File: src/rtl/muldiv_unit.sv
// muldiv_unit: iterative RV32M multiply/divide unit.
// Accepts one operation per in_valid/in_ready handshake and returns the
// result on an out_valid/out_ready handshake. Only one operation is in flight.
//
// Handshake semantics (both ports): a transfer happens on a rising edge where
// valid && ready are both high. The producer holds its payload stable while
// valid && !ready, and ready never depends combinationally on valid.
//
// Flow: IDLE -> CALC (WIDTH iterations) -> FIX (sign correction) -> DONE.
// Divide by zero and signed overflow skip straight from IDLE to DONE.
module muldiv_unit #(
    parameter int WIDTH = 32
) (
    input  logic             clk,
    input  logic             rst,
    input  logic             in_valid,
    output logic             in_ready,
    input  logic [WIDTH-1:0] A,
    input  logic [WIDTH-1:0] B,
    input  logic [2:0]       funct3,
    output logic             out_valid,
    input  logic             out_ready,
    output logic [WIDTH-1:0] Out,
    output logic             busy,
    output logic [1:0]       dbg_state
);

    localparam int CW = $clog2(WIDTH) + 1;

    typedef enum logic [1:0] {
        S_IDLE = 2'd0,
        S_CALC = 2'd1,
        S_FIX  = 2'd2,
        S_DONE = 2'd3
    } state_t;

    state_t state, state_nx;

    // Latched operation context
    logic [2:0]         op;
    logic [WIDTH-1:0]   ma;      // multiplicand magnitude
    logic [WIDTH-1:0]   mq;      // multiplier (shifts right) or divisor magnitude
    logic               neg;     // negate the selected result in FIX
    logic [CW-1:0]      cnt;
    // Multiply: 2*WIDTH product. Divide: {remainder, dividend/quotient}.
    logic [2*WIDTH-1:0] acc;

    // Accept-time decode
    logic               accept;
    logic               a_signed, b_signed;
    logic               a_neg, b_neg;
    logic [WIDTH-1:0]   a_mag, b_mag;
    logic               neg_in;
    logic               fast_zero, fast_ovf, fast;
    logic [WIDTH-1:0]   fast_result;

    // Iteration step
    logic [WIDTH:0]     mul_sum;
    logic [2*WIDTH-1:0] mul_next;
    logic [WIDTH:0]     div_shift, div_diff;
    logic [2*WIDTH-1:0] div_next;

    // Sign fix-up
    logic [2*WIDTH-1:0] prod_fix;
    logic [WIDTH-1:0]   quo_fix, rem_fix;
    logic [WIDTH-1:0]   fix_result;

    // State register
    always_ff @(posedge clk) begin
        if (rst) begin
            state <= S_IDLE;
        end else begin
            state <= state_nx;
        end
    end

    // Next-state logic
    always_comb begin
        state_nx = state;
        case (state)
            S_IDLE: if (accept) state_nx = fast ? S_DONE : S_CALC;
            S_CALC: if (cnt == CW'(WIDTH - 1)) state_nx = S_FIX;
            S_FIX:  state_nx = S_DONE;
            S_DONE: if (out_ready) state_nx = S_IDLE;
            default: state_nx = S_IDLE;
        endcase
    end

    // FSM outputs decoded from the current state
    always_comb begin
        in_ready  = (state == S_IDLE);
        out_valid = (state == S_DONE);
        busy      = (state != S_IDLE);
        dbg_state = state;
    end

    // Operand decode at the accept edge: signedness, magnitudes, fast path
    always_comb begin
        accept   = in_valid && (state == S_IDLE);
        a_signed = (funct3 == 3'b001) || (funct3 == 3'b010) ||
                   (funct3 == 3'b100) || (funct3 == 3'b110);
        b_signed = (funct3 == 3'b001) || (funct3 == 3'b100) || (funct3 == 3'b110);
        a_neg    = a_signed && A[WIDTH-1];
        b_neg    = b_signed && B[WIDTH-1];
        a_mag    = a_neg ? (~A + 1'b1) : A;
        b_mag    = b_neg ? (~B + 1'b1) : B;
        // REM follows the dividend sign; every other signed op uses sign XOR.
        neg_in   = (funct3[2] && funct3[1]) ? a_neg : (a_neg ^ b_neg);

        fast_zero = funct3[2] && (B == '0);
        fast_ovf  = funct3[2] && !funct3[0] &&
                    (A == {1'b1, {(WIDTH-1){1'b0}}}) && (B == '1);
        fast      = fast_zero || fast_ovf;

        fast_result = '0;
        if (fast_zero) begin
            fast_result = funct3[1] ? A : '1;
        end else if (fast_ovf) begin
            fast_result = funct3[1] ? '0 : A;
        end
    end

    // One shift-add (multiply) or restoring shift-subtract (divide) step
    always_comb begin
        mul_sum   = {1'b0, acc[2*WIDTH-1:WIDTH]} + {1'b0, (mq[0] ? ma : {WIDTH{1'b0}})};
        mul_next  = {mul_sum, acc[WIDTH-1:1]};
        div_shift = acc[2*WIDTH-1:WIDTH-1];
        div_diff  = div_shift - {1'b0, mq};
        if (div_diff[WIDTH]) begin
            div_next = {div_shift[WIDTH-1:0], acc[WIDTH-2:0], 1'b0};
        end else begin
            div_next = {div_diff[WIDTH-1:0], acc[WIDTH-2:0], 1'b1};
        end
    end

    // Sign correction and result selection
    always_comb begin
        prod_fix = neg ? (~acc + 1'b1) : acc;
        quo_fix  = neg ? (~acc[WIDTH-1:0] + 1'b1) : acc[WIDTH-1:0];
        rem_fix  = neg ? (~acc[2*WIDTH-1:WIDTH] + 1'b1) : acc[2*WIDTH-1:WIDTH];
        case (op)
            3'b000:                 fix_result = prod_fix[WIDTH-1:0];
            3'b001, 3'b010, 3'b011: fix_result = prod_fix[2*WIDTH-1:WIDTH];
            3'b100, 3'b101:         fix_result = quo_fix;
            default:                fix_result = rem_fix;
        endcase
    end

    // Datapath registers: latch on accept, iterate in CALC, load Out in FIX
    always_ff @(posedge clk) begin
        if (rst) begin
            op  <= '0;
            ma  <= '0;
            mq  <= '0;
            neg <= 1'b0;
            cnt <= '0;
            acc <= '0;
            Out <= '0;
        end else begin
            case (state)
                S_IDLE: begin
                    if (accept) begin
                        op  <= funct3;
                        ma  <= a_mag;
                        mq  <= b_mag;
                        neg <= neg_in;
                        cnt <= '0;
                        // Divide keeps the dividend in the low half; it shifts
                        // out as quotient bits shift in.
                        acc <= funct3[2] ? {{WIDTH{1'b0}}, a_mag} : '0;
                        if (fast) begin
                            Out <= fast_result;
                        end
                    end
                end
                S_CALC: begin
                    cnt <= cnt + 1'b1;
                    if (op[2]) begin
                        acc <= div_next;
                    end else begin
                        acc <= mul_next;
                        mq  <= mq >> 1;
                    end
                end
                S_FIX: begin
                    Out <= fix_result;
                end
                default: begin
                end
            endcase
        end
    end

endmodule
File: config.mk
export PLATFORM = sky130hd
export DESIGN_NAME = muldiv_unit
export DESIGN_NICKNAME = d
export VERILOG_FILES = /design/src/rtl/muldiv_unit.sv
export SDC_FILE = /design/constraint.sdc
export NUM_CORES = 1
export LEC_CHECK = 0
export CAP_MARGIN = 10
export CORE_MARGIN = 2
export CORE_UTILIZATION = 45
export DETAILED_ROUTE_END_ITERATION = 12
export GPL_TIMING_DRIVEN = 0
export SLEW_MARGIN = 20
export SYNTH_ARGS = -nofsm -noshare
export SYNTH_HDL_FRONTEND = slang
export SYNTH_SLANG_ARGS = --single-unit
File: constraint.sdc
create_clock -name clk -period 3.8 [get_ports clk]
set_input_delay 0.76 -clock clk [delete_from_list [all_inputs] [get_ports clk]]
set_output_delay 0.76 -clock clk [all_outputs]
set_load 0.005 [all_outputs]
==> metrics.txt <==
# TYPE chip_impl_metric gauge
chip_impl_metric{name="internal_power_component",unit="uW"} 5881
chip_impl_metric{name="synth_largest_type_area_fraction",unit="%"} 22.17
chip_impl_metric{name="globalRouteTotalUtil",unit="%"} 39.10
chip_impl_metric{name="worst_path_clk_slew",unit="ns"} 0.07
chip_impl_metric{name="critical_path_required_time",unit="ns"} 4.16
chip_impl_info{name="worstReg2RegStart",value="acc[2]$_SDFFE_PP0P_"} 1
chip_impl_metric{name="netSwitchingPower",unit="uW"} 6377
chip_impl_metric{name="synth_area_per_cell",unit="um^2"} 7.237
chip_impl_info{name="worst_setup_path_end_kind",value="flip-flop"} 1
chip_impl_metric{name="worst_case_clock_skew",unit="ns"} 0.01508
chip_impl_metric{name="chipHeight",unit="um"} 189.8
chip_impl_metric{name="synthDistinctLibCells",unit=""} 80
chip_impl_metric{name="ff2ff_setup_slack",unit="ns"} 0.10
chip_impl_metric{name="pwr-share-clk",unit="%"} 15.6
chip_impl_metric{name="period_minus_slack",unit="ns"} 3.763
chip_impl_metric{name="grt_max_degree",unit=""} 17
chip_impl_metric{name="fp.coreArea",unit="mm^2"} 0.03429
chip_impl_metric{name="gpl.final_weighted_congestion",unit=""} 1.061
chip_impl_metric{name="synth_sequential_area_ratio",unit="%"} 22.17
chip_impl_info{name="timing.critical_path.cells",value="clkdlybuf4s50_1 -> nor3_1 -> nand2_1 -> or4_1 -> nor4_2 -> nor4bb_2 -> o211ai_1 -> a311oi_1"} 1
chip_impl_info{name="worst_r2r_endpoint",value="Out[4]$_SDFFE_PP0P_"} 1
chip_impl_info{name="ys.flop_type",value="dfxtp_1"} 1
chip_impl_info{name="critPathKind",value="in2reg"} 1
chip_impl_info{name="synth_top_cells_by_area",value="dfxtp_1 (22%), ha_1 (6.0%), a21oi_1 (5.9%)"} 1
chip_impl_metric{name="die_area",unit="mm^2"} 0.03602
chip_impl_metric{name="holdPathStages",unit=""} 2
chip_impl_metric{name="design_area",unit="mm^2"} 0.01822
chip_impl_metric{name="ioPinCount",unit=""} 108
chip_impl_metric{name="clock_sink_count",unit=""} 172
chip_impl_info{name="hold-path-endpoint",value="mq[26]$_SDFFE_PP0P_"} 1
chip_impl_metric{name="clock_tree.buffer_depth",unit=""} 2
chip_impl_info{name="netlist.top_cell.by_area",value="dfxtp_1"} 1
chip_impl_metric{name="max_freq",unit="MHz"} 265.7
chip_impl_info{name="crit_path_start_kind",value="input pin"} 1
chip_impl_metric{name="placed_cell_area",unit="mm^2"} 0.01716
chip_impl_metric{name="cap_viol_max_count",unit=""} 0
chip_impl_metric{name="p_comb_share",unit="%"} 62.4
chip_impl_metric{name="yosys_register_bits",unit=""} 172
chip_impl_metric{name="clock_tree.htree_level_count",unit=""} 4
chip_impl_metric{name="grt-ovfl-total",unit=""} 0
chip_impl_info{name="timing.hold.worst.class",value="reg2reg"} 1
chip_impl_metric{name="cts_hold_buffers",unit=""} 0
chip_impl_metric{name="post_route_cells_drive_above_1_share",unit="%"} 6.018
chip_impl_metric{name="io_buffer_count",unit=""} 105
chip_impl_metric{name="route.detailed.drc",unit=""} 0
chip_impl_metric{name="syn_area",unit="mm^2"} 0.01553
chip_impl_metric{name="synth-edff-count",unit=""} 0
chip_impl_metric{name="p_seq_share",unit="%"} 22.0
chip_impl_info{name="timing.critical_path.max_delay_family",value="simple AND/OR/NAND/NOR gates"} 1
chip_impl_metric{name="path_depth_of_the_worst_reg2reg_path",unit=""} 10
chip_impl_metric{name="first_global_vias",unit=""} 16200
chip_impl_metric{name="synthCells",unit=""} 2146
chip_impl_metric{name="die_w",unit="um"} 189.8
chip_impl_metric{name="fill_cells",unit=""} 3446
chip_impl_metric{name="firstDrtPassIters",unit=""} 7
chip_impl_metric{name="routed_wirelength",unit="mm"} 71.65
chip_impl_metric{name="total_power",unit="uW"} 12260
chip_impl_metric{name="tightest_slew",unit="ns"} 1.124
chip_impl_metric{name="drt.antenna.violating_nets",unit=""} 0
chip_impl_metric{name="synthesis.nets",unit=""} 2293
chip_impl_metric{name="avgRoutedWirePerCell",unit="um"} 26.04
chip_impl_metric{name="switching_share_of_power",unit="%"} 52.02
chip_impl_metric{name="cpPeakStageDelay",unit="ns"} 0.77
chip_impl_metric{name="final_setup_violation_count",unit=""} 0
chip_impl_metric{name="initial_core_util",unit="%"} 45.30
chip_impl_metric{name="cp_bufs_invs",unit=""} 1
chip_impl_metric{name="drtIter0Drc",unit=""} 1933
chip_impl_metric{name="ir_drop",unit="V"} 0.0004450
chip_impl_metric{name="fin_cells",unit=""} 2751
chip_impl_metric{name="num-nets-final",unit=""} 2428
chip_impl_metric{name="tritoncts.num_buffers",unit=""} 17
chip_impl_metric{name="worst-path-max-fanout",unit=""} 7
chip_impl_metric{name="grt_pass1_wl",unit="mm"} 104.8
chip_impl_info{name="worstHoldStart",value="mq[26]$_SDFFE_PP0P_"} 1
chip_impl_info{name="cpMaxStageDelayCell",value="nor4bb_2"} 1
chip_impl_info{name="status",value="finished, final reports clean"} 1
chip_impl_metric{name="ys_async_sr_fraction",unit="%"} 0
chip_impl_metric{name="timing_hold_violations_final",unit=""} 0
chip_impl_info{name="cts_tree",value="yes"} 1
chip_impl_metric{name="power.static_leakage",unit="uW"} 0.006705
chip_impl_metric{name="power_per_cell_area",unit="mW/mm^2"} 672.8
chip_impl_metric{name="slew_headroom",unit="%"} 25.06
chip_impl_metric{name="worstSkewPairLatency",unit="ns"} 0.47
chip_impl_metric{name="max_slew_violation_count",unit=""} 0
chip_impl_metric{name="antenna_found_initial",unit=""} 4
chip_impl_metric{name="route.vias.total",unit=""} 17793
chip_impl_metric{name="finalCritPeriodShare",unit="%"} 99.03
chip_impl_metric{name="dpl.hpwl",unit="mm"} 56.84
chip_impl_info{name="ctsRootBufferMaster",value="clkbuf_16"} 1
chip_impl_metric{name="routed_via_density",unit=""} 6.468
chip_impl_metric{name="placed_cells",unit=""} 2706
chip_impl_metric{name="synthToLayoutAreaGrowth",unit="%"} 17.31
chip_impl_metric{name="yosysWarnings",unit=""} 0
chip_impl_metric{name="rows",unit=""} 68
chip_impl_metric{name="cp.arrival",unit="ns"} 4.12
==> layout by cell type, fill, tap and decap left out, types with 17 or more instances in the layout <==
| master | n |
|---|---|
| a211oi_1 | 82 |
| a21o_1 | 31 |
| a21oi_1 | 183 |
| a22oi_1 | 22 |
| a31oi_1 | 24 |
| and2_1 | 39 |
| clkbuf_1 | 131 |
| clkbuf_16 | 17 |
| clkdlybuf4s50_1 | 96 |
| dfxtp_1 | 164 |
| ha_1 | 74 |
| inv_1 | 73 |
| mux2i_1 | 59 |
| nand2_1 | 208 |
| nand2b_1 | 17 |
| nand3_1 | 26 |
| nand4_1 | 35 |
| nor2_1 | 215 |
| nor3_1 | 42 |
| nor4_1 | 20 |
| o211ai_1 | 23 |
| o21a_1 | 18 |
| o21ai_0 | 148 |
| o221ai_1 | 19 |
| o22a_1 | 22 |
| o31ai_1 | 36 |
| or3_1 | 19 |
| xnor2_1 | 91 |
| xor2_1 | 71 |
==> cell usage after synthesis (22+ instances only) <==
cell      count
a211oi_1     83
a21o_1       31
a21oi_1     184
a22oi_1      22
a31oi_1      26
and2_1       39
clkbuf_1    143
dfxtp_1     172
ha_1         74
inv_1        73
mux2i_1      60
nand2_1     208
nand3_1      26
nand4_1      35
nor2_1      217
nor3_1       48
nor4_1       24
o211ai_1     23
o21ai_0     150
o22a_1       22
o31ai_1      37
xnor2_1      91
xor2_1       72
==> power by group through the flow <==
stage          Sequential, uW  Clock, uW  Combinational (uW)
2_1_floorplan            2530          0                4860
3_3_place_gp             2700          0                7140
3_5_place_dp             2700          0                7150
4_1_cts                  2670       1920                7280
5_1_grt                  2730       1990                8160
6_report                 2690       1920                7650
==> flip-flops by register name, indices dropped and copies added (netlist names) <==
| register | cells |
|---|---|
| Out | 32 |
| mq | 32 |
| neg | 1 |
| acc | 64 |
| ma | 32 |
| cnt | 6 |
| dbg_state | 2 |
| op | 3 |
==> stage by stage <==
step / setup WS (ns) / util (%) / hold slack (ns) / TNS (ns)
detailed placement: -1.400 / 50.03 / 0.4442 / -69.60
global placement: -1.429 / 50.02 / 0.4432 / -69.84
global route: -0.01685 / 53.12 / 0.4738 / -0.01685
CTS: -0.004892 / 52.46 / 0.4564 / -0.004892
floorplan: 0.3122 / - / 0.4317 / 0
finish: 0.03697 / 53.14 / 0.4580 / 0
==> tightest hold or removal path: cells and delay by family, from the launching register on <==
family / cells / cell delay [ns]
compound gates: 1 / 0.05
flops: 1 / 0.31
simple gates: 1 / 0.05
==> layer usage <==
metal	track usage, %	vias to the layer above	wire length, um
met5	0	-	13
met1	51.46	8448	30540
met3	8.209	208	6258
met4	21.79	2	4278
li1	-	8150	-
met2	59.57	985	30560
==> cell families (layout without fill, tap and decap cells) <==
logic type	count (synthesis)	after routing	synth area share, %
multiplexers	67	67	4.375
adder cells (fa/ha/maj)	76	76	6.219
AND/OR/NAND/NOR	700	700	21.38
buffers and inverters	241	388	5.961
other	0	3	0
XOR/XNOR	163	163	9.192
AO/OA/AOI/OAI	727	727	30.70
flip-flops	172	172	22.17
==> timing repair <==
item                       4_1_cts  5_1_grt
buffers inserted                 7        6
setup endpoints to repair       68       66
pin swaps                        6        7
gates resized for setup         46       55
==> worst max-delay path by stage <==
| stage | start | end | slack (ns) | cells after the start |
|---|---|---|---|---|
| CTS | acc[31]$_SDFFE_PP0P_ | acc[42]$_SDFFE_PP0P_ | -0.005 | 13 |
| floorplan | acc[31]$_SDFFE_PP0P_ | acc[42]$_SDFFE_PP0P_ | 0.31 | 13 |
| global placement | B[18] | Out[27]$_SDFFE_PP0P_ | -1.43 | 13 |
| global route | B[8] | Out[27]$_SDFFE_PP0P_ | -0.02 | 13 |
| finish | A[0] | acc[31]$_SDFFE_PP0P_ | 0.04 | 8 |
| detailed placement | B[18] | Out[27]$_SDFFE_PP0P_ | -1.40 | 13 |
==> area by class of cell <==
| class | instances | area, um^2 | area share [%] |
|---|---|---|---|
| diodes | 3 | 7.507 | 0.04120 |
| flip-flops and latches | 172 | 3456 | 18.97 |
| multi-input cells | 1733 | 11410 | 62.63 |
| inverters | 74 | 277.8 | 1.525 |
| well taps | 455 | 569.3 | 3.125 |
| clock inverters | 12 | 161.4 | 0.8859 |
| plain buffers | 165 | 704.4 | 3.866 |
| repair buffers | 118 | 1180 | 6.476 |
| clock buffers | 19 | 452.9 | 2.486 |
(Power assumes the default switching activity.)
